## src/rtl/apb2_pkg.sv

```systemverilog
// Shared constants and FSM encoding for the two-requester APB2 arbiter.
package apb2_pkg;

   localparam int unsigned NUM_REQ = 2;
   localparam logic [2:0] PPROT_DEFAULT = 3'b000;

   typedef enum logic [1:0] {
      ST_IDLE   = 2'd0,
      ST_SETUP  = 2'd1,
      ST_ACCESS = 2'd2
   } apb2_state_e;

endpackage

```

## src/rtl/apb2_arbiter_if.sv

```systemverilog
// Requester-side and APB2-side bundle of the arbiter; master = arbiter view.
interface apb2_arbiter_if
   import apb2_pkg::*;
#(
   parameter int DATA_WIDTH = 32,
   parameter int ADDR_WIDTH = 8
);
   localparam int STRB_WIDTH = DATA_WIDTH / 8;

   logic [NUM_REQ-1:0]            req_valid;
   logic [NUM_REQ-1:0]            req_write;
   logic [NUM_REQ*ADDR_WIDTH-1:0] req_addr;
   logic [NUM_REQ*DATA_WIDTH-1:0] req_wdata;
   logic [NUM_REQ*STRB_WIDTH-1:0] req_strb;
   logic [NUM_REQ-1:0]            done;
   logic [DATA_WIDTH-1:0]         done_rdata;
   logic                          done_err;

   logic                          psel;
   logic                          penable;
   logic                          pwrite;
   logic [ADDR_WIDTH-1:0]         paddr;
   logic [DATA_WIDTH-1:0]         pwdata;
   logic [STRB_WIDTH-1:0]         pstrb;
   logic [2:0]                    pprot;
   logic [DATA_WIDTH-1:0]         prdata;
   logic                          pready;
   logic                          pslverr;

   modport master (
      input  req_valid, req_write, req_addr, req_wdata, req_strb,
      input  prdata, pready, pslverr,
      output done, done_rdata, done_err,
      output psel, penable, pwrite, paddr, pwdata, pstrb, pprot
   );

   modport slave (
      output req_valid, req_write, req_addr, req_wdata, req_strb,
      output prdata, pready, pslverr,
      input  done, done_rdata, done_err,
      input  psel, penable, pwrite, paddr, pwdata, pstrb, pprot
   );

endinterface

```

## src/rtl/apb2_arbiter_rr_arb2.sv

```systemverilog
// Two-way round-robin arbiter: combinational grant, pointer advances on grant.
module rr_arb2 (
   input  logic       clk,
   input  logic       rst_n,
   input  logic [1:0] req_i,
   input  logic       update_i,
   output logic [1:0] grant_o
);
   // ptr_q names the requester that wins a tie.
   logic ptr_q;
   logic ptr_d;

   always_comb begin
      grant_o = 2'b00;
      case (req_i)
         2'b01:   grant_o = 2'b01;
         2'b10:   grant_o = 2'b10;
         2'b11:   grant_o = ptr_q ? 2'b10 : 2'b01;
         default: grant_o = 2'b00;
      endcase
      if (update_i && (grant_o != 2'b00)) begin
         ptr_d = grant_o[0];
      end else begin
         ptr_d = ptr_q;
      end
   end

   always_ff @(posedge clk or negedge rst_n) begin
      if (!rst_n) begin
         ptr_q <= 1'b0;
      end else begin
         ptr_q <= ptr_d;
      end
   end

endmodule

```

## src/rtl/apb2_arbiter.sv

```systemverilog
// Two-requester APB2 master arbiter with round-robin grant and registered APB outputs.
// Optional ACCESS-phase timeout abort enabled by defining APB2_ARB_TIMEOUT_EN.
module apb2_arbiter
   import apb2_pkg::*;
#(
   parameter int DATA_WIDTH     = 32,
   parameter int ADDR_WIDTH     = 8,
   parameter int TIMEOUT_CYCLES = 16
) (
   input  logic           clk,
   input  logic           rst_n,
   apb2_arbiter_if.master bus
);
   localparam int STRB_WIDTH = DATA_WIDTH / 8;

   apb2_state_e           state_q, state_d;
   logic                  owner_q, owner_d;
   logic                  psel_q, psel_d;
   logic                  penable_q, penable_d;
   logic                  pwrite_q, pwrite_d;
   logic [ADDR_WIDTH-1:0] paddr_q, paddr_d;
   logic [DATA_WIDTH-1:0] pwdata_q, pwdata_d;
   logic [STRB_WIDTH-1:0] pstrb_q, pstrb_d;
   logic [1:0]            done_q, done_d;
   logic [DATA_WIDTH-1:0] rdata_q, rdata_d;
   logic                  err_q, err_d;
   logic [1:0]            req_masked_s;
   logic [1:0]            grant_s;
   logic                  grant_en_s;
   logic                  sel_one_s;
`ifdef APB2_ARB_TIMEOUT_EN
   localparam logic [7:0] TO_LAST = 8'(TIMEOUT_CYCLES - 1);
   logic [7:0]            cnt_q, cnt_d;
`endif

   // A requester is not re-arbitrated in the cycle its done pulse is visible.
   assign req_masked_s = bus.req_valid & ~done_q;
   assign sel_one_s    = (grant_s == 2'b10);

   rr_arb2 u_rr_arb2 (
      .clk      (clk),
      .rst_n    (rst_n),
      .req_i    (req_masked_s),
      .update_i (grant_en_s),
      .grant_o  (grant_s)
   );

   always_comb begin
      state_d    = state_q;
      owner_d    = owner_q;
      psel_d     = psel_q;
      penable_d  = penable_q;
      pwrite_d   = pwrite_q;
      paddr_d    = paddr_q;
      pwdata_d   = pwdata_q;
      pstrb_d    = pstrb_q;
      done_d     = 2'b00;
      rdata_d    = '0;
      err_d      = 1'b0;
      grant_en_s = 1'b0;
`ifdef APB2_ARB_TIMEOUT_EN
      cnt_d      = cnt_q;
`endif
      case (state_q)
         ST_IDLE: begin
            if (req_masked_s != 2'b00) begin
               grant_en_s = 1'b1;
               owner_d    = sel_one_s;
               pwrite_d   = sel_one_s ? bus.req_write[1] : bus.req_write[0];
               paddr_d    = sel_one_s ? bus.req_addr[2*ADDR_WIDTH-1:ADDR_WIDTH]
                                      : bus.req_addr[ADDR_WIDTH-1:0];
               pwdata_d   = sel_one_s ? bus.req_wdata[2*DATA_WIDTH-1:DATA_WIDTH]
                                      : bus.req_wdata[DATA_WIDTH-1:0];
               pstrb_d    = sel_one_s ? bus.req_strb[2*STRB_WIDTH-1:STRB_WIDTH]
                                      : bus.req_strb[STRB_WIDTH-1:0];
               psel_d     = 1'b1;
               state_d    = ST_SETUP;
            end else begin
               psel_d     = 1'b0;
               penable_d  = 1'b0;
            end
         end
         ST_SETUP: begin
            penable_d = 1'b1;
            state_d   = ST_ACCESS;
         end
         ST_ACCESS: begin
            if (bus.pready) begin
               psel_d    = 1'b0;
               penable_d = 1'b0;
               done_d    = owner_q ? 2'b10 : 2'b01;
               rdata_d   = pwrite_q ? '0 : bus.prdata;
               err_d     = bus.pslverr;
               state_d   = ST_IDLE;
`ifdef APB2_ARB_TIMEOUT_EN
               cnt_d     = 8'd0;
            end else if ((cnt_q + 8'd1) == 8'(TIMEOUT_CYCLES)) begin
               psel_d    = 1'b0;
               penable_d = 1'b0;
               done_d    = owner_q ? 2'b10 : 2'b01;
               err_d     = 1'b1;
               state_d   = ST_IDLE;
               cnt_d     = 8'd0;
            end else begin
               cnt_d     = cnt_q + 8'd1;
            end
`else
            end else begin
               state_d   = ST_ACCESS;
            end
`endif
         end
         default: begin
            state_d   = ST_IDLE;
            psel_d    = 1'b0;
            penable_d = 1'b0;
         end
      endcase
   end

   always_ff @(posedge clk or negedge rst_n) begin
      if (!rst_n) begin
         state_q   <= ST_IDLE;
         owner_q   <= 1'b0;
         psel_q    <= 1'b0;
         penable_q <= 1'b0;
         pwrite_q  <= 1'b0;
         paddr_q   <= '0;
         pwdata_q  <= '0;
         pstrb_q   <= '0;
         done_q    <= 2'b00;
         rdata_q   <= '0;
         err_q     <= 1'b0;
`ifdef APB2_ARB_TIMEOUT_EN
         cnt_q     <= 8'd0;
`endif
      end else begin
         state_q   <= state_d;
         owner_q   <= owner_d;
         psel_q    <= psel_d;
         penable_q <= penable_d;
         pwrite_q  <= pwrite_d;
         paddr_q   <= paddr_d;
         pwdata_q  <= pwdata_d;
         pstrb_q   <= pstrb_d;
         done_q    <= done_d;
         rdata_q   <= rdata_d;
         err_q     <= err_d;
`ifdef APB2_ARB_TIMEOUT_EN
         cnt_q     <= cnt_d;
`endif
      end
   end

   assign bus.psel       = psel_q;
   assign bus.penable    = penable_q;
   assign bus.pwrite     = pwrite_q;
   assign bus.paddr      = paddr_q;
   assign bus.pwdata     = pwdata_q;
   assign bus.pstrb      = pstrb_q;
   assign bus.pprot      = PPROT_DEFAULT;
   assign bus.done       = done_q;
   assign bus.done_rdata = rdata_q;
   assign bus.done_err   = err_q;

endmodule
```

## src/flat_wrapper.sv

```systemverilog
// flat-port wrapper written by rule: the top's interface ports become plain ports
module apb2_arbiter_flat import apb2_pkg::*;
#(
   parameter int DATA_WIDTH     = 32,
   parameter int ADDR_WIDTH     = 8,
   parameter int TIMEOUT_CYCLES = 16
)
  (clk, rst_n, bus_req_valid, bus_req_write, bus_req_addr, bus_req_wdata, bus_req_strb, bus_prdata, bus_pready, bus_pslverr, bus_done, bus_done_rdata, bus_done_err, bus_psel, bus_penable, bus_pwrite, bus_paddr, bus_pwdata, bus_pstrb, bus_pprot);
  apb2_arbiter_if #(.DATA_WIDTH(DATA_WIDTH), .ADDR_WIDTH(ADDR_WIDTH)) bus_i ();
  input  logic clk;
  input  logic rst_n;
  input wire logic [$bits(bus_i.req_valid)-1:0] bus_req_valid;
  input wire logic [$bits(bus_i.req_write)-1:0] bus_req_write;
  input wire logic [$bits(bus_i.req_addr)-1:0] bus_req_addr;
  input wire logic [$bits(bus_i.req_wdata)-1:0] bus_req_wdata;
  input wire logic [$bits(bus_i.req_strb)-1:0] bus_req_strb;
  input wire logic [$bits(bus_i.prdata)-1:0] bus_prdata;
  input wire logic [$bits(bus_i.pready)-1:0] bus_pready;
  input wire logic [$bits(bus_i.pslverr)-1:0] bus_pslverr;
  output wire logic [$bits(bus_i.done)-1:0] bus_done;
  output wire logic [$bits(bus_i.done_rdata)-1:0] bus_done_rdata;
  output wire logic [$bits(bus_i.done_err)-1:0] bus_done_err;
  output wire logic [$bits(bus_i.psel)-1:0] bus_psel;
  output wire logic [$bits(bus_i.penable)-1:0] bus_penable;
  output wire logic [$bits(bus_i.pwrite)-1:0] bus_pwrite;
  output wire logic [$bits(bus_i.paddr)-1:0] bus_paddr;
  output wire logic [$bits(bus_i.pwdata)-1:0] bus_pwdata;
  output wire logic [$bits(bus_i.pstrb)-1:0] bus_pstrb;
  output wire logic [$bits(bus_i.pprot)-1:0] bus_pprot;
  assign bus_i.req_valid = bus_req_valid;
  assign bus_i.req_write = bus_req_write;
  assign bus_i.req_addr = bus_req_addr;
  assign bus_i.req_wdata = bus_req_wdata;
  assign bus_i.req_strb = bus_req_strb;
  assign bus_i.prdata = bus_prdata;
  assign bus_i.pready = bus_pready;
  assign bus_i.pslverr = bus_pslverr;
  assign bus_done = bus_i.done;
  assign bus_done_rdata = bus_i.done_rdata;
  assign bus_done_err = bus_i.done_err;
  assign bus_psel = bus_i.psel;
  assign bus_penable = bus_i.penable;
  assign bus_pwrite = bus_i.pwrite;
  assign bus_paddr = bus_i.paddr;
  assign bus_pwdata = bus_i.pwdata;
  assign bus_pstrb = bus_i.pstrb;
  assign bus_pprot = bus_i.pprot;
  apb2_arbiter #(.DATA_WIDTH(DATA_WIDTH), .ADDR_WIDTH(ADDR_WIDTH), .TIMEOUT_CYCLES(TIMEOUT_CYCLES)) u_core (.clk(clk), .rst_n(rst_n), .bus(bus_i));
endmodule
```

## config.mk

```make
export PLATFORM = sky130hd
export DESIGN_NAME = apb2_arbiter_flat
export DESIGN_NICKNAME = d
export VERILOG_FILES = /design/src/rtl/apb2_pkg.sv /design/src/rtl/apb2_arbiter_if.sv /design/src/rtl/apb2_arbiter_rr_arb2.sv /design/src/rtl/apb2_arbiter.sv /design/src/flat_wrapper.sv
export SDC_FILE = /design/constraint.sdc
export NUM_CORES = 1
export LEC_CHECK = 0
export ABC_AREA = 0
export ABC_CLOCK_PERIOD_IN_PS = 3700
export BUFFER_PORTS_ARGS = -buffer_cell sky130_fd_sc_hd__buf_4
export CAP_MARGIN = 10
export CORE_ASPECT_RATIO = 0.8
export CORE_MARGIN = 10
export CORE_UTILIZATION = 49
export CTS_CLUSTER_DIAMETER = 60
export DETAILED_ROUTE_END_ITERATION = 16
export PLACE_DENSITY = 0.88
export SETUP_SLACK_MARGIN = 0.1
export SYNTH_ARGS = -nofsm -noshare
export SYNTH_HDL_FRONTEND = slang
export SYNTH_HIERARCHICAL = 1
export SYNTH_SLANG_ARGS = --single-unit
```

## constraint.sdc

```tcl
create_clock -name clk -period 3.7 [get_ports clk]
set_input_delay 0 -clock clk [delete_from_list [all_inputs] [get_ports clk]]
set_output_delay 0 -clock clk [all_outputs]
set_load 0.02 [all_outputs]
```

==> impl_metrics.tcl, run 1 <==
set metrics [dict create \
    status "complete, no violations" \
    drive_above_1_share 0.5612 \
    startpoint "u_core/bus.done[1]" \
    overflow 0 \
    p_leak_nw 3.506 \
    finalHoldViolCount 0 \
    p_per_area_mw_per_mm2 654.7 \
    fin_tns_setup_ps 0 \
    cts_sinks 86 \
    worstReg2RegStart "u_core/bus.done[1]" \
    initial_core_util 0.5056 \
    clk_latency_ps 360 \
    synth_area_mm2 0.004018 \
    cts_setup_buffers 0 \
    skew_ps 17.18 \
    root_buffer "clkbuf_8" \
    num_io_pins 213 \
    grt_max_degree 87 \
    synth.distinct_cells 23 \
    hold_buffers 108 \
    worstSetupPathType "reg2reg" \
    drc_errors 0 \
    drt.antenna.violating_nets 0 \
    synthTopCellsByCount "86 x dfrtp_1, 78 x mux2_4, 32 x and2_1" \
    grt_pass1_vias 3864 \
    firstDrtPassIters 6 \
    crit_path_max_fanout 28 \
    ir_worst_vdd_mv 0.3759 \
    vias_per_cell 4.872 \
    maxSlewViolCount 0 \
    synth-edff-count 0 \
    synthArstFlopShare 1.000 \
    avgSynthCellArea_um2 16.07 \
    ys.flop_type "dfrtp_1" \
    yosysMostFrequentCell "dfrtp_1" \
    core_mm2 0.007946 \
    cts_buffers 9 \
    crit_required_ps 3940 \
    period_minus_slack_ps 3085 \
    hpwl_mm 9.070 \
    synth_area_leader_cell "dfrtp_1" \
    syn2layout_area_growth_pct 70.51 \
    worst_pin_slew_ps 1080 \
    drt_iter0_drc 150 \
    ctsHtreeMaxLevel 3 \
    yosysSeqAreaShare 0.5357 \
    max_freq_mhz 324.2 \
    period_share 0.8338 \
    finalCoreUtilization 0.8621 \
    gp_congestion 0.8282 \
    dieArea_mm2 0.01224 \
    vias 3318 \
    cts_resized 0 \
    fill_cells 337 \
    ys_warn_count 6 \
    min_from "bus_req_wdata[45]" \
    io_buffers 209 \
    drt-total-wl_mm 15.85 \
    die_w_um 121.2 \
    setup_violations 0 \
    grt_antenna_before_repair 1 \
    fin_nets 695 \
    synth.area.top_cells "dfrtp_1 54%, mux2_4 29%, and2_1 5.0%" \
    grt_first_pass_wirelength_mm 23.34 \
    cts_buffer_depth 2 \
    maxCapViolCount 0 \
    die_h_um 101.0 \
    track_usage 0.2520 \
    rows 29 \
    wl_per_cell_um 23.27 \
    clk_pin_slew_worst_paths_ps 100 \
    maxSlewHeadroom 0.2800 \
    cp-start-kind "flip-flop" \
    cts_tree "done" \
    endpoint_kind "flip-flop" \
    synthCells 250 \
    synth_top_area_share 0.5357 \
    min-delay-path-class "in2reg" \
    rsz0062_at_grt "false" \
    critPathArrivalTime_ps 3330 \
    ys_ff_latch 86 \
]
final cells by class:
type | count | area, um2 | share of cell area
Clock buffer | 10 | 127.6 | 0.01863
Inverter | 4 | 15.01 | 0.002192
Multi-Input combinational cell | 146 | 1679 | 0.2451
Clock inverter | 6 | 51.30 | 0.007489
Sequential cell | 86 | 2152 | 0.3142
Timing Repair Buffer | 320 | 2688 | 0.3923
Tap cell | 108 | 135.1 | 0.01973
Antenna cell | 1 | 2.502 | 0.0003653
critical path: stages (launching register included):
cell and delay [ps]:
dfrtp_1 420, nor2b_4 170, a21boi_1 170, nor2b_4 670, buf_12 320, mux2_4 320, dlygate4sd3_1 590, mux2_4 280
power breakdown:
group / leakage, nW / switching, mW / internal (mW)
combinational: 2.33 / 1.05 / 1.30
clock: 0.0883 / 0.386 / 0.256
sequential: 1.09 / 0.224 / 1.26
total: 3.51 / 1.66 / 2.82
per-stage QoR:
step           cell area, um2  total power, mW  cells  hold WS (ps)  setup slack (ps)
2_1_floorplan            4025            2.885    252        -295.6              1725
3_3_place_gp             5578            3.560    555         207.9              1289
3_5_place_dp             5578            3.623    555         211.7              1224
4_1_cts                  6838            4.408    679       0.06348             675.7
5_1_grt                  6850            4.673    681         1.985             551.9
6_report                 6850            4.485    681         8.197             615.0
per-layer routing:
layer / track usage / part of all wire / vias to the layer above
met4: 0.06953 / 0.015 / 0
met5: 0 / 0 / -
li1: - / - / 1472
met3: 0.1165 / 0.11 / 17
met2: 0.4478 / 0.51 / 167
met1: 0.2634 / 0.37 / 1662
placed cells by master (no fill, tap or decap):
cell	instances
a31oi_1	1
o21ai_0	1
inv_6	4
clkinv_4	1
a2bb2oi_1	1
a21oi_1	1
nand3b_1	1
nor2b_4	3
and2_1	32
inv_1	4
nand2b_1	2
a21boi_1	1
mux2_4	78
a21o_1	1
buf_12	1
a21boi_0	1
conb_1	3
buf_4	210
clkbuf_1	1
dlygate4sd3_1	109
clkbuf_8	9
diode_2	1
o21a_1	1
o21a_4	1
dfrtp_1	86
nor2_1	5
clkinvlp_4	1
mux2_2	13
worst paths after layout:
path                                         endpoint  slack [ps]  cells past startpoint
worst max-delay path            u_core/bus.pwdata[29]         620                      7
worst min-delay path            u_core/bus.pwdata[13]           8                      3
worst max register to register  u_core/bus.pwdata[29]         620                      7
worst min register to register     u_core/bus.done[0]         470                      1
max in group asynchronous         u_core/bus.pstrb[1]        2610                      2
min in group asynchronous       u_core/bus.pwdata[26]         390                      2
kinds of logic (layout without fill, tap and decap cells):
| family | Yosys count | count (layout) | share of synthesized area |
|---|---|---|---|
| AND/OR/NAND/NOR | 43 | 43 | 0.06976 |
| buffers and inverters | 20 | 340 | 0.04827 |
| AO/OA/AOI/OAI | 9 | 9 | 0.01744 |
| flip-flops | 86 | 86 | 0.5357 |
| other | 1 | 4 | 0.0009334 |
| multiplexers | 91 | 91 | 0.3279 |
flip-flops by register name, summed over array words and instances, names as in the netlist, 2 cells and up:
register / cells
u_core/bus.done_rdata: 32
u_core/bus.pwdata: 32
u_core/bus.paddr: 8
u_core/bus.pstrb: 4
u_core/bus.done: 2
u_core/state_q: 2
Note: power is estimated with default switching activity, not from simulation.
==> run 2: changes to the inputs <==
ABC_CLOCK_PERIOD_IN_PS = 2900   (was 3700)
CORE_UTILIZATION = 45   (was 49)
PLACE_DENSITY = 0.82   (was 0.88)
clock period = 2.9 ns   (was 3.7 ns; I/O delays follow)
==> run 2 against run 1 <==
Against the previous run:
- area after synthesis is the same
- the run now fails in 4_1_cts
- synthesized cell count is the same
==> impl_metrics.tcl, run 2 <==
set metrics [dict create \
    ys_ff_latch 86 \
    synth_fa_ha_area_frac 0 \
    die_w_um 125.6 \
    initial_core_util 0.4674 \
    synth_top_family_by_area "multiplexers" \
    cts_setup_buffers 0 \
    synth_area_leader_cell "dfrtp_1" \
    ys_warn_count 6 \
    synth.area.top_cells "dfrtp_1 54%, mux2_4 29%, and2_1 5.0%" \
    die_h_um 104.5 \
    hold_buffers 117 \
    tool.error "[ERROR RSZ-0060] Max buffer count reached." \
    synthArstFlopShare 1.000 \
    cts_sinks 86 \
    lastStage "4_1_cts" \
    ctsHtreeMaxLevel 3 \
    rows 30 \
    synth_area_mm2 0.004018 \
    root_buffer "clkbuf_8" \
    synth-edff-count 0 \
    synth-compound-area-share 0.01744 \
    hpwl_mm 9.082 \
    yosys.area_share.simple 0.06976 \
    cts_buffers 9 \
    synthTopCellsByCount "86 x dfrtp_1, 78 x mux2_4, 32 x and2_1" \
    synth_top_area_share 0.5357 \
    yosysMostFrequentCell "dfrtp_1" \
    num_io_pins 213 \
    cts_buffer_depth 2 \
    gp_congestion 0.7992 \
    cts_resized 0 \
    avgSynthCellArea_um2 16.07 \
    synth.distinct_cells 23 \
    yosysSeqAreaShare 0.5357 \
    ys.flop_type "dfrtp_1" \
    post_synth_xor_area_fraction 0 \
    yosys-mux-area-fraction 0.3279 \
    io_buffers 209 \
    synthCells 250 \
    status "aborted with a tool error" \
]
## run 2: cell counts after synthesis
Identical to the previous run, type by type.
## run 2: cells by family after synthesis
group	Yosys count
multiplexers	91
flip-flops	86
AND/OR/NAND/NOR	43
buffers and inverters	20
AO/OA/AOI/OAI	9
other	1
## run 2: stage by stage
stage | worst slack (ps) | cells | hold WS, ps | instance area (um2) | utilization
2_1_floorplan | 925.2 | 252 | -295.6 | 4025 | -
3_3_place_gp | 771.4 | 560 | 208.2 | 5603 | 0.6518
3_5_place_dp | 731.2 | 560 | 212.2 | 5603 | 0.6518
==> run 3: changes to the inputs <==
CORE_ASPECT_RATIO = default   (was 0.8)
CORE_UTILIZATION = 40   (was 45)
CTS_CLUSTER_DIAMETER = default   (was 60)
PLACE_DENSITY = default   (was 0.82)
PLACE_DENSITY_LB_ADDON = 0.15   (was default)
SETUP_SLACK_MARGIN = default   (was 0.1)
==> run 3 against run 2 <==
Against the previous run:
- the flow now finishes without violations
==> impl_metrics.tcl, run 3 (synthesis results as in run 1) <==
set metrics [dict create \
    cp-start-kind "flip-flop" \
    multi_input_area_mm2 0.001679 \
    cts_buffer_depth 2 \
    initial_core_util 0.4110 \
    track_usage 0.1687 \
    fin_area_mm2 0.006855 \
    fin_tns_setup_ps 0 \
    setup_violations 0 \
    vias 3105 \
    worstSetupPathType "reg2reg" \
    ir_worst_vdd_mv 0.3841 \
    register_area_mm2 0.002152 \
    place_inst 583 \
    num_io_pins 213 \
    syn2layout_area_growth_pct 70.63 \
    maxCapViolCount 0 \
    maxSlewHeadroom 0.4585 \
    rows 36 \
    core_mm2 0.009774 \
    finalHoldViolCount 0 \
    cts_buffers 9 \
    gp_congestion 0.7405 \
    drt_iter0_drc 121 \
    pre_cts_slack_ps 764.4 \
    grt_max_degree 65 \
    antenna_cells 0 \
    period_minus_slack_ps 2652 \
    setup_ws_ps 247.5 \
    fill_cells 668 \
    vias_per_cell 4.442 \
    min-delay-path-class "in2reg" \
    cts_setup_buffers 0 \
    io_buffers 209 \
    clk_pin_slew_worst_paths_ps 90 \
    final_common_cell "buf_4" \
    firstDrtPassIters 4 \
    status "complete, no violations" \
    dieArea_mm2 0.01445 \
    die_w_um 120.2 \
    drt-total-wl_mm 12.42 \
    layout.cells.non_filler 699 \
    place_area_mm2 0.005644 \
    root_buffer "clkbuf_8" \
    wl_per_cell_um 17.76 \
    maxSlewViolCount 0 \
    worst_pin_slew_ps 812.3 \
    period_share 0.9146 \
    p_per_area_mw_per_mm2 822.8 \
    critPathArrivalTime_ps 2890 \
    grt_first_pass_wirelength_mm 19.71 \
    grt_pass1_vias 3607 \
    ctsHtreeMaxLevel 3 \
    crit_path_max_fanout 42 \
    drt.antenna.violating_nets 0 \
    clk_latency_ps 350 \
    hpwl_mm 8.394 \
    endpoint_kind "flip-flop" \
    p_leak_nw 3.499 \
    cts_resized 0 \
    layout_common_cells "212 x buf_4, 100 x dlygate4sd3_1, 86 x dfrtp_1" \
    crit_required_ps 3140 \
    die_h_um 120.2 \
    skew_ps 12.62 \
    cts_sinks 86 \
    drc_errors 0 \
    finalCoreUtilization 0.7014 \
    overflow 0 \
    grt_antenna_before_repair 0 \
    rsz0062_at_grt "false" \
    max_freq_mhz 377.0 \
    cts_tree "done" \
    drive_above_1_share 0.5724 \
    fin_nets 689 \
]
## run 3: repair_timing
action                     in CTS  in global routing
setup endpoints to repair       0                  0
hold endpoints to repair      130                  2
hold buffers                   98                  2
## run 3: final timing paths
path | from | endpoint | slack (ps) | cells past startpoint
setup / recovery | u_core/bus.done[1] | u_core/bus.pwdata[21] | 250 | 7
hold / removal | bus_req_wdata[31] | u_core/bus.pwdata[31] | 20 | 3
setup reg to reg | u_core/bus.done[1] | u_core/bus.pwdata[21] | 250 | 7
min in group asynchronous | rst_n | u_core/bus.pwdata[1] | 310 | 2
max in group asynchronous | rst_n | u_core/bus.paddr[2] | 1880 | 3
hold reg to reg | u_core/owner_q | u_core/bus.done[0] | 460 | 1
## run 3: metal layers
layer,vias to the layer above,track usage,routed length [um],share of wire
met2,141,0.2748,5877,0.47
met5,-,0,0,0
met1,1495,0.1930,4921,0.40
li1,1460,-,-,-
met4,0,0.03846,95,0.0077
met3,9,0.08888,1521,0.12
## run 3: power breakdown
group	switching, mW	internal [mW]
Combinational	1.28	1.65
Sequential	0.226	1.61
Clock	0.422	0.449
Total	1.93	3.71
## run 3: worst max-delay path, cell delays in order, from the launching register on
cell           delay, ps
dfrtp_1              420
nor2b_4              170
a21boi_1             190
nor2b_4              250
buf_12               330
mux2_4               340
dlygate4sd3_1        570
mux2_4               260
## run 3: per-stage QoR
stage / total power [mW] / hold WS, ps
4_1_cts: 5.695 / 0.1249
3_3_place_gp: 4.589 / 152.8
3_5_place_dp: 4.625 / 151.8
2_1_floorplan: 3.681 / -295.6
6_report: 5.641 / 19.24
5_1_grt: 5.949 / 2.398
## run 3: final cells by class
| type | count | share of cell area |
|---|---|---|
| timing repair buffer | 314 | 0.3840 |
| sequential | 86 | 0.3139 |
| multi-input combinational | 146 | 0.2449 |
| tap | 133 | 0.02427 |
| clock buffer | 12 | 0.02263 |
| clock inverter | 4 | 0.008031 |
| inverter | 4 | 0.002190 |
